--- src/rtl/multiword_csa_sequencer.sv ---
// Multi-precision adder: walks an N*K-bit operand pair through one N-bit carry-select adder, LSB chunk first.
// Optional SIGNED_OVF_EN adds ovf_out, the two's-complement overflow flag of the full-width add.

module carry_select_adder #(
  parameter int N = 4
) (
  input  logic [N-1:0] a,
  input  logic [N-1:0] b,
  input  logic         cin,
  output logic [N-1:0] s,
  output logic         cout
);
  generate
    if (N < 2) begin : g_single
      logic [N:0] full;
      assign full = {1'b0, a} + {1'b0, b} + {{N{1'b0}}, cin};
      assign s    = full[N-1:0];
      assign cout = full[N];
    end else begin : g_split
      localparam int LO = N / 2;
      localparam int HI = N - LO;
      logic [LO:0] lo_sum;
      logic [HI:0] hi_sum0;
      logic [HI:0] hi_sum1;
      assign lo_sum  = {1'b0, a[LO-1:0]} + {1'b0, b[LO-1:0]} + {{LO{1'b0}}, cin};
      // Upper half precomputed for both carries; low-half carry picks one.
      assign hi_sum0 = {1'b0, a[N-1:LO]} + {1'b0, b[N-1:LO]};
      assign hi_sum1 = {1'b0, a[N-1:LO]} + {1'b0, b[N-1:LO]} + {{HI{1'b0}}, 1'b1};
      assign s    = {lo_sum[LO] ? hi_sum1[HI-1:0] : hi_sum0[HI-1:0], lo_sum[LO-1:0]};
      assign cout = lo_sum[LO] ? hi_sum1[HI] : hi_sum0[HI];
    end
  endgenerate
endmodule

// state | meaning
// IDLE  | ready for an operand pair
// RUN   | one chunk added per cycle, carry chained through a register
// DONE  | result held until out_ready
module multiword_csa_sequencer #(
  parameter int N = 4,
  parameter int K = 4
) (
  input  logic           clk,
  input  logic           rst,
  input  logic           in_valid,
  output logic           in_ready,
  input  logic [N*K-1:0] a_in,
  input  logic [N*K-1:0] b_in,
  input  logic           cin_in,
  output logic           out_valid,
  input  logic           out_ready,
  output logic [N*K-1:0] sum_out,
  output logic           cout_out,
  output logic           busy
`ifdef SIGNED_OVF_EN
  ,
  output logic           ovf_out
`endif
);
  localparam int W  = N * K;
  localparam int IW = (K > 1) ? $clog2(K) : 1;
  localparam logic [IW-1:0] IDX_LAST = IW'(K - 1);

  typedef enum logic [1:0] {IDLE, RUN, DONE} state_t;

  state_t        state, state_nxt;
  logic [IW-1:0] idx;
  logic [W-1:0]  a_reg, b_reg, sum_reg;
  logic          carry, cout_reg;
  logic [N-1:0]  add_a, add_b, add_s;
  logic          add_cout;
  logic          last;

  assign last  = (idx == IDX_LAST);
  assign add_a = a_reg[idx*N +: N];
  assign add_b = b_reg[idx*N +: N];

  carry_select_adder #(.N(N)) u_csa (
    .a    (add_a),
    .b    (add_b),
    .cin  (carry),
    .s    (add_s),
    .cout (add_cout)
  );

  always_ff @(posedge clk or posedge rst) begin
    if (rst) state <= IDLE;
    else     state <= state_nxt;
  end

  always_comb begin
    state_nxt = state;
    case (state)
      IDLE:    if (in_valid)  state_nxt = RUN;
      RUN:     if (last)      state_nxt = DONE;
      DONE:    if (out_ready) state_nxt = IDLE;
      default: state_nxt = IDLE;
    endcase
  end

  always_ff @(posedge clk or posedge rst) begin
    if (rst) begin
      idx      <= '0;
      a_reg    <= '0;
      b_reg    <= '0;
      sum_reg  <= '0;
      carry    <= 1'b0;
      cout_reg <= 1'b0;
    end else begin
      case (state)
        IDLE: begin
          if (in_valid) begin
            a_reg <= a_in;
            b_reg <= b_in;
            carry <= cin_in;
            idx   <= '0;
          end
        end
        RUN: begin
          sum_reg[idx*N +: N] <= add_s;
          carry               <= add_cout;
          if (last) begin
            cout_reg <= add_cout;
            idx      <= '0;
          end else begin
            idx <= idx + 1'b1;
          end
        end
        default: ;
      endcase
    end
  end

`ifdef SIGNED_OVF_EN
  logic ovf_reg;
  // The final chunk's sum MSB is the MSB of the full-width result.
  always_ff @(posedge clk or posedge rst) begin
    if (rst) begin
      ovf_reg <= 1'b0;
    end else if (state == RUN && last) begin
      ovf_reg <= (a_reg[W-1] == b_reg[W-1]) && (add_s[N-1] != a_reg[W-1]);
    end
  end
  assign ovf_out = ovf_reg;
`endif

  assign in_ready  = (state == IDLE);
  assign out_valid = (state == DONE);
  assign busy      = (state != IDLE);
  assign sum_out   = sum_reg;
  assign cout_out  = cout_reg;
endmodule
--- config.mk ---
export PLATFORM = sky130hd
export DESIGN_NAME = multiword_csa_sequencer
export DESIGN_NICKNAME = d
export VERILOG_FILES = /design/src/rtl/multiword_csa_sequencer.sv
export SDC_FILE = /design/constraint.sdc
export NUM_CORES = 1
export LEC_CHECK = 0
export BUFFER_PORTS_ARGS = -buffer_cell sky130_fd_sc_hd__buf_4
export CAP_MARGIN = 20
export CORE_ASPECT_RATIO = 1.2
export CORE_MARGIN = 2
export CORE_UTILIZATION = 45
export DETAILED_ROUTE_END_ITERATION = 10
export PLACE_DENSITY_LB_ADDON = 0.08
export SLEW_MARGIN = 10
export SYNTH_ARGS = -nofsm -noshare
export SYNTH_HDL_FRONTEND = slang
export SYNTH_HIERARCHICAL = 1
export SYNTH_SLANG_ARGS = --single-unit
--- constraint.sdc ---
create_clock -name clk -period 3.2 [get_ports clk]
set_input_delay 0.32 -clock clk [delete_from_list [all_inputs] [get_ports clk]]
set_output_delay 0.32 -clock clk [all_outputs]
set_load 0.01 [all_outputs]
==> results.toml <==
[setup_path]
crit_family = "flip-flops"
crit_fanout = 11
cpPeakStageDelay_ns = 0.61
crit_path_cell_trace = "buf_4, mux4_1, inv_1, fa_1, inv_1, ha_1, nand2_2, xor2_1, inv_1, a222oi_1"
worst_setup_path_start_kind = "register"
cp.depth = 10
cp_common_cell = "inv_1"
critPathKind = "register to register"
r2r_cells = 10
cp.arrival_ns = 3.09
required_ns = 3.40
cp_slowest_cell = "dfrtp_1"
end_kind = "register"
critPathBufInv = 4

[cells_and_area]
mostFrequentLayoutCell = "buf_4"
layout_common_cells = "61 x buf_4, 54 x dfrtp_1, 33 x mux2_2"
seq_area_um2 = 1351
fill_cells = 501
final_layout_size_suffix_gt1_frac = 0.4160
multiInputGateArea_um2 = 1157
antenna_cells = 0
area_delta_synth_final_pct = 22.96
layout.nets = 308

[clock_network]
cts_tree = "done"
htree_levels = 2
post_cts_buffers = 0
clk_pin_slew_worst_paths_ns = 0.09
clkSinkCount = 54
clock_path_buffers = 2
clock_latency_ns = 0.31
ctsHoldBuffers = 0
cts_buffers = 5
cts_resized = 0
cts_root_buffer = "clkbuf_8"

[job]
maxCapViolCount = 0

[route]
drc_errors = 0
routed_wirelength_um = 5026
dr.pass1.iters = 5
antenna_left = 0
routed_via_density = 5.152
vias = 1762
wl_per_cell_um = 14.70
initialDrtViolationCount = 100

[timing]
whs_ns = 0.1865
fmax_mhz = 346.2
fin_skew_ns = 0.003250
tns_ns = 0
slew_headroom = 0.5543
worst_pin_slew_ns = 0.6686
rsz0062_at_grt = "no"
finalMaxSlewViolations = 0
post-route-period-util = 0.9025
setup_viol_count_final = 0
period_minus_slack_ns = 2.888
final_hold_viol_count = 0

[pwr]
leakage_uw = 0.001494
power.density_nw_per_um2 = 1113
peakVddDrop_mv = 0.5099

[logic_synthesis]
synth_ff_type = "dfrtp_1"
ys_types = 31
ys.warnings.count = 6
netlist_instances = 202
syn_area_per_cell_um2 = 13.14
synth_fp_nets = 249
synth_edf_count = 0
ys_ff_latch = 54
async_flop_share = 1.000
ys_seq_area_frac = 0.5092
syn_area_um2 = 2654

[place]
portBuffers = 56
gp_congestion = 0.7818
dp_hpwl_um = 3685

[floorplanning]
die_x_um = 74.11
io_pins = 57
start_util = 0.4682
core_um2 = 5668
die_height_um = 88.13
rows = 30
dieArea_um2 = 6531

[global_route]
grt_usage = 0.1732
grt_max_degree = 55
grt_overflow_total = 0
grt_pass1_wl_um = 8473
grt_pass1_vias = 1774
antenna_found_initial = 0

[min_path]
hold_path.class = "input port to async pin"

[outcome]
status = "finished clean"
[path summary, 6_finish.rpt]
path | from | end | slack [ns]
max | idx[0]$_DFFE_PP0P_ | carry$_DFFE_PP0P_ | 0.31
min | rst | state[1]$_DFFE_PP0P_ | 0.19
max reg2reg | idx[0]$_DFFE_PP0P_ | carry$_DFFE_PP0P_ | 0.31
min reg2reg | sum_out[14]$_DFFE_PP0P_ | sum_out[14]$_DFFE_PP0P_ | 0.50
max in group asynchronous | rst | b_reg[13]$_DFFE_PP0P_ | 2.57
min in group clk | out_ready | state[1]$_DFFE_PP0P_ | 0.19
[per-stage QoR]
step / instance area (um2) / utilization / setup WS, ns / cells / power (uW)
finish: 3263 / 0.5757 / 0.3119 / 342 / 3631
global route: 3263 / 0.5757 / 0.07465 / 342 / 3944
CTS: 3263 / 0.5757 / 0.2663 / 342 / 3675
detailed placement: 3172 / 0.5596 / 0.2745 / 334 / 3277
global placement: 3172 / 0.5596 / 0.4194 / 334 / 3240
floorplan: 2654 / - / 0.5092 / 202 / 2614
[cell usage after synthesis, drive strengths merged, types with 2 or more instances]
master    n  area share
o21ai     2      0.0038
nor2      2      0.0028
ha        7       0.033
a22o      2      0.0066
nor2b     2      0.0047
and3b     3      0.0099
or4b      2      0.0090
clkbuf    4      0.0057
inv      28       0.040
o2bb2ai   4       0.013
nand4b    4       0.013
xor2      2      0.0066
fa        3       0.023
nand2    14       0.021
nand2b    4      0.0094
dfrtp    54        0.51
o32ai    12       0.040
buf       5       0.012
mux2     33        0.14
mux4      8       0.075
[logic make-up (layout without fill, tap and decap cells)]
logic type | Yosys count | in the layout | share of synthesized area
muxes | 41 | 41 | 0.2150
DFF | 54 | 54 | 0.5092
AOI/OAI and AO/OA | 23 | 23 | 0.07166
xor gates and xnor gates | 2 | 2 | 0.006602
adders and majority gates | 10 | 10 | 0.05563
buffers and inverters | 37 | 97 | 0.05705
and+or+nand+nor | 35 | 35 | 0.08487
[routing by layer]
metal	share of wire	wire, um	GRT usage	vias up
met2	0.52	2619	0.2849	47
met3	0.043	216	0.04258	4
met1	0.43	2138	0.2230	876
li1	-	-	-	835
met4	0.010	52	0.05950	0
met5	0	0	0	-
[final cells by class]
cell class | instances | share of cell area
Clock buffer | 7 | 0.02646
Sequential cell | 54 | 0.4141
Clock inverter | 1 | 0.001534
Tap cell | 80 | 0.03067
Multi-Input combinational cell | 111 | 0.3547
Inverter | 28 | 0.03221
Timing Repair Buffer | 61 | 0.1403
[power by group]
part | total, uW | internal [uW] | switching (uW)
clock network | 391 | 175 | 216
registers | 1210 | 998 | 212
logic | 2030 | 1010 | 1020
[worst reg2reg max path, stage by stage (launching register included)]
cell,delay (ns)
dfrtp_1,0.61
buf_4,0.28
mux4_1,0.58
inv_1,0.09
fa_1,0.43
inv_1,0.07
ha_1,0.15
nand2_2,0.06
xor2_1,0.18
inv_1,0.06
a222oi_1,0.29
Note: power is estimated with default switching activity, not from simulation.
